$ cat src/rtl/multicycle_controller_if.sv
// Controller <-> datapath/memory signal bundle for the multicycle RISC-V controller.
// The slave modport is the controller; the master modport is the datapath/bench side.
interface multicycle_controller_if;
   logic [6:0] op;
   logic [2:0] funct3;
   logic       funct7b5;
   logic       Zero;
   logic       mem_ready;
   logic       mem_req;
   logic       PCWrite;
   logic       AdrSrc;
   logic       MemWrite;
   logic       IRWrite;
   logic       RegWrite;
   logic [1:0] ResultSrc;
   logic [1:0] ALUSrcA;
   logic [1:0] ALUSrcB;
   logic [2:0] ALUControl;
   logic [2:0] ImmSrc;
   logic       instr_done;
   logic       illegal;

   modport master (
      output op, funct3, funct7b5, Zero, mem_ready,
      input  mem_req, PCWrite, AdrSrc, MemWrite, IRWrite, RegWrite, ResultSrc,
             ALUSrcA, ALUSrcB, ALUControl, ImmSrc, instr_done, illegal
   );

   modport slave (
      input  op, funct3, funct7b5, Zero, mem_ready,
      output mem_req, PCWrite, AdrSrc, MemWrite, IRWrite, RegWrite, ResultSrc,
             ALUSrcA, ALUSrcB, ALUControl, ImmSrc, instr_done, illegal
   );
endinterface

$ cat src/rtl/multicycle_controller.sv
// Moore-style multicycle controller for an RV32 subset (lw, sw, R/I ALU ops, beq, jal).
// Memory accesses stall on mem_ready; unknown opcodes park the FSM in HALT until reset.
module multicycle_controller #(
   parameter bit MEM_WAIT_EN = 1'b1
) (
   input logic                   clk,
   input logic                   rst_n,
   multicycle_controller_if.slave bus
);

   typedef enum logic [3:0] {
      StFetch,
      StDecode,
      StMemAdr,
      StMemRead,
      StMemWb,
      StMemWrite,
      StExecuteR,
      StExecuteI,
      StAluWb,
      StBeq,
      StJal,
      StHalt
   } state_e;

   localparam logic [6:0] OpLoad  = 7'b0000011;
   localparam logic [6:0] OpStore = 7'b0100011;
   localparam logic [6:0] OpRType = 7'b0110011;
   localparam logic [6:0] OpIType = 7'b0010011;
   localparam logic [6:0] OpBeq   = 7'b1100011;
   localparam logic [6:0] OpJal   = 7'b1101111;

   state_e     state_q, state_d;
   logic       rdy;
   logic [2:0] alu_funct;

   logic       mem_req_c, pc_write_c, mem_write_c, ir_write_c, reg_write_c, done_c;
   logic       adr_src_c;
   logic [1:0] result_src_c, alu_src_a_c, alu_src_b_c;
   logic [2:0] alu_ctrl_c;

   // With waits disabled every access completes in its first cycle.
   assign rdy = MEM_WAIT_EN ? bus.mem_ready : 1'b1;

   // ALU operation selected by funct fields; only consumed in the execute states.
   always_comb begin
      alu_funct = 3'b000;
      unique case (bus.funct3)
         3'b000:  alu_funct = (bus.funct7b5 & bus.op[5]) ? 3'b001 : 3'b000;
         3'b010:  alu_funct = 3'b101;
         3'b110:  alu_funct = 3'b011;
         3'b111:  alu_funct = 3'b010;
         default: alu_funct = 3'b000;
      endcase
   end

   // Immediate format follows the opcode in every state.
   always_comb begin
      bus.ImmSrc = 3'b000;
      unique case (bus.op)
         OpStore: bus.ImmSrc = 3'b001;
         OpBeq:   bus.ImmSrc = 3'b010;
         OpJal:   bus.ImmSrc = 3'b011;
         default: bus.ImmSrc = 3'b000;
      endcase
   end

   // State register; reset restarts at FETCH.
   always_ff @(posedge clk or negedge rst_n) begin
      if (!rst_n) begin
         state_q <= StFetch;
      end else begin
         state_q <= state_d;
      end
   end

   // Next-state and per-state control outputs.
   always_comb begin
      state_d      = state_q;
      mem_req_c    = 1'b0;
      pc_write_c   = 1'b0;
      mem_write_c  = 1'b0;
      ir_write_c   = 1'b0;
      reg_write_c  = 1'b0;
      done_c       = 1'b0;
      adr_src_c    = 1'b0;
      result_src_c = 2'b00;
      alu_src_a_c  = 2'b00;
      alu_src_b_c  = 2'b00;
      alu_ctrl_c   = 3'b000;

      unique case (state_q)
         StFetch: begin
            mem_req_c    = 1'b1;
            alu_src_b_c  = 2'b10;
            result_src_c = 2'b10;
            // PC+4 and the instruction are latched only when the fetch completes.
            pc_write_c   = rdy;
            ir_write_c   = rdy;
            if (rdy) state_d = StDecode;
         end
         StDecode: begin
            // Precompute OldPC + imm into ALUOut for beq/jal.
            alu_src_a_c = 2'b01;
            alu_src_b_c = 2'b01;
            unique case (bus.op)
               OpLoad, OpStore: state_d = StMemAdr;
               OpRType:         state_d = StExecuteR;
               OpIType:         state_d = StExecuteI;
               OpBeq:           state_d = StBeq;
               OpJal:           state_d = StJal;
               default:         state_d = StHalt;
            endcase
         end
         StMemAdr: begin
            alu_src_a_c = 2'b10;
            alu_src_b_c = 2'b01;
            state_d     = bus.op[5] ? StMemWrite : StMemRead;
         end
         StMemRead: begin
            mem_req_c = 1'b1;
            adr_src_c = 1'b1;
            if (rdy) state_d = StMemWb;
         end
         StMemWb: begin
            result_src_c = 2'b01;
            reg_write_c  = 1'b1;
            done_c       = 1'b1;
            state_d      = StFetch;
         end
         StMemWrite: begin
            mem_req_c   = 1'b1;
            adr_src_c   = 1'b1;
            mem_write_c = 1'b1;
            done_c      = rdy;
            if (rdy) state_d = StFetch;
         end
         StExecuteR: begin
            alu_src_a_c = 2'b10;
            alu_ctrl_c  = alu_funct;
            state_d     = StAluWb;
         end
         StExecuteI: begin
            alu_src_a_c = 2'b10;
            alu_src_b_c = 2'b01;
            alu_ctrl_c  = alu_funct;
            state_d     = StAluWb;
         end
         StAluWb: begin
            reg_write_c = 1'b1;
            done_c      = 1'b1;
            state_d     = StFetch;
         end
         StBeq: begin
            alu_src_a_c = 2'b10;
            alu_ctrl_c  = 3'b001;
            pc_write_c  = bus.Zero;
            done_c      = 1'b1;
            state_d     = StFetch;
         end
         StJal: begin
            // Jump to the decode-time target while computing OldPC+4 for rd.
            alu_src_a_c = 2'b01;
            alu_src_b_c = 2'b10;
            pc_write_c  = 1'b1;
            state_d     = StAluWb;
         end
         StHalt: begin
            state_d = StHalt;
         end
         default: begin
            state_d = StFetch;
         end
      endcase
   end

   // Strobes are gated by rst_n so they fall immediately when reset asserts.
   assign bus.mem_req    = mem_req_c & rst_n;
   assign bus.PCWrite    = pc_write_c & rst_n;
   assign bus.MemWrite   = mem_write_c & rst_n;
   assign bus.IRWrite    = ir_write_c & rst_n;
   assign bus.RegWrite   = reg_write_c & rst_n;
   assign bus.instr_done = done_c & rst_n;

   assign bus.AdrSrc     = adr_src_c;
   assign bus.ResultSrc  = result_src_c;
   assign bus.ALUSrcA    = alu_src_a_c;
   assign bus.ALUSrcB    = alu_src_b_c;
   assign bus.ALUControl = alu_ctrl_c;

   // HALT is absorbing until reset, so this flag is sticky.
   assign bus.illegal = (state_q == StHalt);

endmodule

$ cat src/flat_wrapper.sv
// flat-port wrapper written by rule: the top's interface ports become plain ports
module multicycle_controller_flat 
#(
   parameter bit MEM_WAIT_EN = 1'b1
)
  (clk, rst_n, bus_op, bus_funct3, bus_funct7b5, bus_Zero, bus_mem_ready, bus_mem_req, bus_PCWrite, bus_AdrSrc, bus_MemWrite, bus_IRWrite, bus_RegWrite, bus_ResultSrc, bus_ALUSrcA, bus_ALUSrcB, bus_ALUControl, bus_ImmSrc, bus_instr_done, bus_illegal);
  multicycle_controller_if bus_i ();
  input logic clk;
  input logic rst_n;
  input wire logic [$bits(bus_i.op)-1:0] bus_op;
  input wire logic [$bits(bus_i.funct3)-1:0] bus_funct3;
  input wire logic [$bits(bus_i.funct7b5)-1:0] bus_funct7b5;
  input wire logic [$bits(bus_i.Zero)-1:0] bus_Zero;
  input wire logic [$bits(bus_i.mem_ready)-1:0] bus_mem_ready;
  output wire logic [$bits(bus_i.mem_req)-1:0] bus_mem_req;
  output wire logic [$bits(bus_i.PCWrite)-1:0] bus_PCWrite;
  output wire logic [$bits(bus_i.AdrSrc)-1:0] bus_AdrSrc;
  output wire logic [$bits(bus_i.MemWrite)-1:0] bus_MemWrite;
  output wire logic [$bits(bus_i.IRWrite)-1:0] bus_IRWrite;
  output wire logic [$bits(bus_i.RegWrite)-1:0] bus_RegWrite;
  output wire logic [$bits(bus_i.ResultSrc)-1:0] bus_ResultSrc;
  output wire logic [$bits(bus_i.ALUSrcA)-1:0] bus_ALUSrcA;
  output wire logic [$bits(bus_i.ALUSrcB)-1:0] bus_ALUSrcB;
  output wire logic [$bits(bus_i.ALUControl)-1:0] bus_ALUControl;
  output wire logic [$bits(bus_i.ImmSrc)-1:0] bus_ImmSrc;
  output wire logic [$bits(bus_i.instr_done)-1:0] bus_instr_done;
  output wire logic [$bits(bus_i.illegal)-1:0] bus_illegal;
  assign bus_i.op = bus_op;
  assign bus_i.funct3 = bus_funct3;
  assign bus_i.funct7b5 = bus_funct7b5;
  assign bus_i.Zero = bus_Zero;
  assign bus_i.mem_ready = bus_mem_ready;
  assign bus_mem_req = bus_i.mem_req;
  assign bus_PCWrite = bus_i.PCWrite;
  assign bus_AdrSrc = bus_i.AdrSrc;
  assign bus_MemWrite = bus_i.MemWrite;
  assign bus_IRWrite = bus_i.IRWrite;
  assign bus_RegWrite = bus_i.RegWrite;
  assign bus_ResultSrc = bus_i.ResultSrc;
  assign bus_ALUSrcA = bus_i.ALUSrcA;
  assign bus_ALUSrcB = bus_i.ALUSrcB;
  assign bus_ALUControl = bus_i.ALUControl;
  assign bus_ImmSrc = bus_i.ImmSrc;
  assign bus_instr_done = bus_i.instr_done;
  assign bus_illegal = bus_i.illegal;
  multicycle_controller #(.MEM_WAIT_EN(MEM_WAIT_EN)) u_core (.clk(clk), .rst_n(rst_n), .bus(bus_i));
endmodule
$ cat config.mk
export PLATFORM = sky130hd
export DESIGN_NAME = multicycle_controller_flat
export DESIGN_NICKNAME = d
export VERILOG_FILES = /design/src/rtl/multicycle_controller_if.sv /design/src/rtl/multicycle_controller.sv /design/src/flat_wrapper.sv
export SDC_FILE = /design/constraint.sdc
export NUM_CORES = 1
export LEC_CHECK = 0
export CELL_PAD_IN_SITES_DETAIL_PLACEMENT = 0
export CELL_PAD_IN_SITES_GLOBAL_PLACEMENT = 1
export CORE_MARGIN = 10
export CORE_UTILIZATION = 24
export DETAILED_ROUTE_END_ITERATION = 7
export PLACE_DENSITY = 0.84
export SLEW_MARGIN = 40
export SYNTH_ARGS = -nofsm -noshare
export SYNTH_HDL_FRONTEND = slang
export SYNTH_SLANG_ARGS = --single-unit
$ cat constraint.sdc
create_clock -name clk -period 1.85 [get_ports clk]
set_input_delay 0.37 -clock clk [delete_from_list [all_inputs] [get_ports clk]]
set_output_delay 0.37 -clock clk [all_outputs]
set_load 0.005 [all_outputs]
# Yosys cells after proc, flatten, opt, wreduce, memory -nomap -nowiden
# Cells that the tools add are included.
[word_totals]
register_bits = 4
in_bits = 15
[classes]
eq_ne = 23
n_mux = 20
bitwise = 7
n_reduce_logical = 14
[ops]
columns = ["cell", "n"]
rows = [
  ["case mux 4 bit (7 select lines)", 1],
  ["case mux 4 bit (5 select lines)", 1],
  ["== test 4 x 3 -> 1 bit (second input constant)", 4],
  ["== test 4 bit (second input constant)", 4],
  ["== test 7 x 6 -> 1 bit (second input constant)", 2],
  ["== test 7 bit (second input constant)", 2],
  ["two-way mux 4 bit", 3],
  ["case mux 2 bit (2 select lines)", 3],
  ["case mux 3 bit (4 select lines)", 1],
  ["OR reduction 2 bit", 6],
  ["OR reduction 3 bit", 4],
  ["== test 4 x 2 -> 1 bit (second input constant)", 2],
  ["AND 1 bit", 7],
  ["== test 7 x 2 -> 1 bit (second input constant)", 1],
  ["== test 7 x 5 -> 1 bit (second input constant)", 1],
  ["== test 3 bit (second input constant)", 2],
  ["two-way mux 1 bit", 6],
  ["!= test 2 bit (second input constant)", 3],
  ["case mux 2 bit (3 select lines)", 1],
  ["case mux 3 bit (2 select lines)", 1],
  ["== test 4 x 1 -> 1 bit (second input constant)", 1],
  ["zero test 4 bit", 1],
  ["OR reduction 4 bit", 1],
  ["== test 3 x 2 -> 1 bit (second input constant)", 1],
  ["other kinds (5)", 5],
]

# Depth between registers and ports, before layout
[depth]
ltp_word = 4
ltp_mapped = 6

# Worst setup path after synthesis
# No wires, ideal clock.
[synth_path]
kind = "register -> output"
start = "register u_core.state_q[2]"
end = "output port bus_ALUControl[0]"
arrival_time_ps = 1114
required_ps = 1480
setup_slack_ps = 366
stages_incl_launch_ff = 5
cell_sequence = "dfrtp_1 > buf_2 > buf_1 > nand2_1 > o32ai_1"
[synth_via]
elab_chain_len = 3
[synth_lines]
columns = ["element", "line", "text"]
rows = [
  ["from (decl)", "multicycle_controller.sv:33", "state_e state_q, state_d;"],
  ["from (signal assigned)", "multicycle_controller.sv:71", "state_q <= StFetch;"],
  ["from (signal assigned)", "multicycle_controller.sv:73", "state_q <= state_d;"],
  ["== test 4 x 3 -> 1 bit", "multicycle_controller.sv:92", "unique case (state_q)"],
  ["OR reduction 2 bit (no source line)", "n/a", ""],
  ["case mux 3 bit (2 select lines) (*)", "multicycle_controller.sv:92", ""],
  ["to (decl)", "flat_wrapper.sv:24", "output wire logic [$bits(bus_i.ALUControl)-1:0] bus_ALUControl;"],
]
# Mark *: on every way between the ends. The rest lies on a longest branch, timed or not.

# Worst setup path in the final report
[layout_path]
start = "register u_core.state_q[3]"
end = "output port bus_PCWrite"
[layout_via]
elab_chain_len = 3
[layout_lines]
columns = ["element", "line", "text"]
rows = [
  ["== test 4 bit or zero test 4 bit (tied branches)", "multicycle_controller.sv:92", ""],
  ["case mux 1 bit (3 select lines) (*)", "multicycle_controller.sv:92", ""],
  ["AND 1 bit (*)", "multicycle_controller.sv:179", "assign bus.PCWrite = pc_write_c & rst_n;"],
  ["to (decl)", "flat_wrapper.sv:16", "output wire logic [$bits(bus_i.PCWrite)-1:0] bus_PCWrite;"],
]
# Marks and branches as above.

==> results.cfg <==
[floorplanning]
std_cell_rows = 18
dieArea_sq_um = 4932
io_pins = 35
die_h_um = 70.23
core_sq_um = 2432
die-width_um = 70.23
start_util = 0.2490

[critical_path]
path_cells = buf_6 > buf_6 > nand2b_4 > o21ai_2 > a32oi_1 > nor3b_1 > buf_2
capturing_element_type_of_the_critical_path = output port
cp_top_family = flip-flops
critical_path_arrival_ns = 1.59
start_kind = flip-flop
timing.critical_path.slowest_stage_cell = sky130_fd_sc_hd__dfrtp_2
crit_path_max_fanout = 4
path_class = reg2out
worst-r2r-cell-count = 8
cp_common_cell = sky130_fd_sc_hd__buf_6
worst_path_largest_cell_delay_ns = 0.42
path_depth = 7
critical_path.n_buffers_inverters = 3
crit_required_ns = 1.48

[synthesis]
synth_ff_type = sky130_fd_sc_hd__dfrtp_1
ys_warn_count = 0
post_syn_instances = 93
share_of_synthesized_cell_area_in_and_or_nand_and_nor_gates = 0.5103
synth-xor-area-share = 0.02893
synthesis.area_per_instance_sq_um = 6.512
synthesis.nets = 108
synth_seq_area_share = 0.1653
synth-seq-cells = 4
synth-async-reset-ratio = 1.000
synth.distinct_cells = 35
synthesis.area_sq_um = 605.6
synth.mux.area_fraction = 0
synthAdderAreaFrac = 0
synth_top_family_by_area = simple AND/OR/NAND/NOR gates
synth_compound_gate_area_share = 0.2004
synth_edf_count = 0

[cts]
cts.sinks = 4
cts-hold-fix-buffers = 0
cts.reportedPaths.clkPinSlew_ns = 0.05
ctsLongestPathBuffers = 2
cts_tree = yes
tritoncts.num_buffers = 3
clock_tree.root_cell = sky130_fd_sc_hd__clkbuf_4
clkLatencyLatePin_ns = 0.26
cts_htree_levels = 1

[final_layout]
largest_register_ffs = 4
top_regs = u_core.state_q x4
synthToLayoutAreaGrowth_pct = 124.8
final-instance-count-excl-fill = 194
final_layout_size_suffix_gt1_frac = 0.5183
antennaDiodeCount = 0
layout.cells.most_common = sky130_fd_sc_hd__buf_4
design.final.nets = 181
max_flop_register = u_core.state_q
most-common-layout-cells = 35 x sky130_fd_sc_hd__buf_4, 11 x sky130_fd_sc_hd__nor2_1, 9 x sky130_fd_sc_hd__nand2_1
utilization = 0.5597

[outcome]
outcome = finished with violations
violated_checks = negative setup slack

[global_route]
vias_in_the_first_global_route = 979
global_route.overflow_total = 0
use_met1 = 0.1383
most_used_routing_layer_in_global_routing = met2
global_route_wire_length_before_repair_mm = 4.788
groute.layer.met3.usage = 0.01977
grt_antenna_before_repair = 0
grt_start_max_net_pins = 10
gr-usage-met2 = 0.1926
gr-usage-all-layers = 0.1144

[sta]
totalNegativeSetupSlack_ns = -0.1259
setup_viol = 2
timing.final.ws_setup_ns = -0.1094
max_freq_mhz = 510.4
fin_worst_skew_ns = 0.01170
maxSlewViolCount = 0
final-hold-violation-count = 0
period_minus_slack_ns = 1.959
post-route-period-util = 1.059
grt_setup_unrepaired = yes
final.hold.worst_slack_ns = 0.3222

[place]
hpwlAfterDp_mm = 2.089
placedCellCount = 178
gp_congestion = 0.8612
numPortBuffers = 33

[min_path]
hold_path_class = in2async

[power_and_ir_drop]
power_density_nw_per_um2 = 1427
worst_ir_drop_vdd_mv = 0.7724
pwr-share-seq = 0.108
net_switching_component_of_the_power_uw = 849.9
p_int_uw = 1092
power.share.clock = 0.063
p_leak_uw = 0.0007264
power.share.switching = 0.4376
comb_power_share = 0.829

[route]
drt.antenna.violating_nets = 0
vias_per_cell = 4.990
routed_wl_mm = 3.056
detail_route.first_pass.iterations = 4
detail_route.wl_per_cell_um = 15.75
drt_drc_violations_left = 0
vias = 968
drt_iter0_drcs = 27

[run]
maxCapViolations = 0
[stage by stage]
stage / instance area, sq um / total power [uW] / worst slack [ns]
finish: 1361 / 1942 / -0.1094
global route: 1361 / 2080 / -0.1170
CTS: 1259 / 1733 / -0.2107
detailed placement: 1165 / 1515 / -0.5384
global placement: 1165 / 1503 / -0.4872
floorplan: 605.6 / 787.3 / 0.3660
[metal layers]
layer,vias up,part of all wire
met3,2,0.038
li1,476,-
met5,-,0
met4,0,0.011
met1,460,0.45
met2,30,0.50
[timing repair]
action | CTS | global route
setup endpoints to repair | 19 | 16
buffers inserted | 7 | 7
pin swaps | 5 | 10
resized for setup | 57 | 44
endpoints found under the hold margin | 0 | 0
[synth_stat cells (all sizes together) (2+ instances only)]
| cell type | count | share of area |
|---|---|---|
| a31oi | 2 | 0.021 |
| a21oi | 4 | 0.033 |
| nor2 | 16 | 0.099 |
| nand3b | 2 | 0.025 |
| nor2b | 2 | 0.021 |
| inv | 2 | 0.012 |
| nand2b | 5 | 0.052 |
| nand3 | 3 | 0.025 |
| nor3b | 4 | 0.050 |
| and3b | 2 | 0.031 |
| nand2 | 11 | 0.068 |
| nor3 | 6 | 0.050 |
| dfrtp | 4 | 0.17 |
| o21ai | 6 | 0.050 |
| buf | 7 | 0.070 |
| nor4 | 3 | 0.056 |
[cell families after synthesis]
kind of cell | Yosys count
xor+xnor | 2
other cells | 1
buf+inv | 10
simple gates | 57
compound gates | 19
flops | 4
[worst reg2reg max path, cell delays in order (launching register included)]
cell	delay [ns]
sky130_fd_sc_hd__dfrtp_2	0.44
sky130_fd_sc_hd__buf_6	0.14
sky130_fd_sc_hd__buf_6	0.12
sky130_fd_sc_hd__buf_4	0.15
sky130_fd_sc_hd__nor2_1	0.14
sky130_fd_sc_hd__o21ai_0	0.09
sky130_fd_sc_hd__nand2_1	0.08
sky130_fd_sc_hd__a31oi_1	0.04
sky130_fd_sc_hd__or3_1	0.32
[final cells by class]
| type | instances | area (sq um) |
|---|---|---|
| fillers | 219 | 1071 |
| flip-flops and latches | 4 | 103.9 |
| multi-input cells | 79 | 549.3 |
| well taps | 30 | 37.54 |
| inverters | 2 | 7.507 |
| clock buffers | 3 | 22.52 |
| repair buffers | 76 | 640.6 |
[power by group through the flow]
stage                     logic (uW)  clock network [uW]  registers [uW]
after floorplan                  638                   0             149
after global placement          1290                   0             214
after detailed placement        1300                   0             212
after CTS                       1400                 119             215
after global routing            1750                 122             210
final                           1610                 122             209
[path summary, 6_finish.rpt]
| kind | from | endpoint | slack (ns) |
|---|---|---|---|
| worst max-delay path | u_core.state_q[3] | bus_PCWrite | -0.11 |
| worst min-delay path | rst_n | u_core.state_q[3] | 0.32 |
| worst max register to register | u_core.state_q[1] | u_core.state_q[0] | 0.20 |
| worst min register to register | u_core.state_q[2] | u_core.state_q[1] | 0.67 |
| max in group asynchronous | rst_n | u_core.state_q[2] | 1.40 |
| min in group clk | bus_op[4] | u_core.state_q[2] | 0.66 |
(Power assumes the default switching activity.)
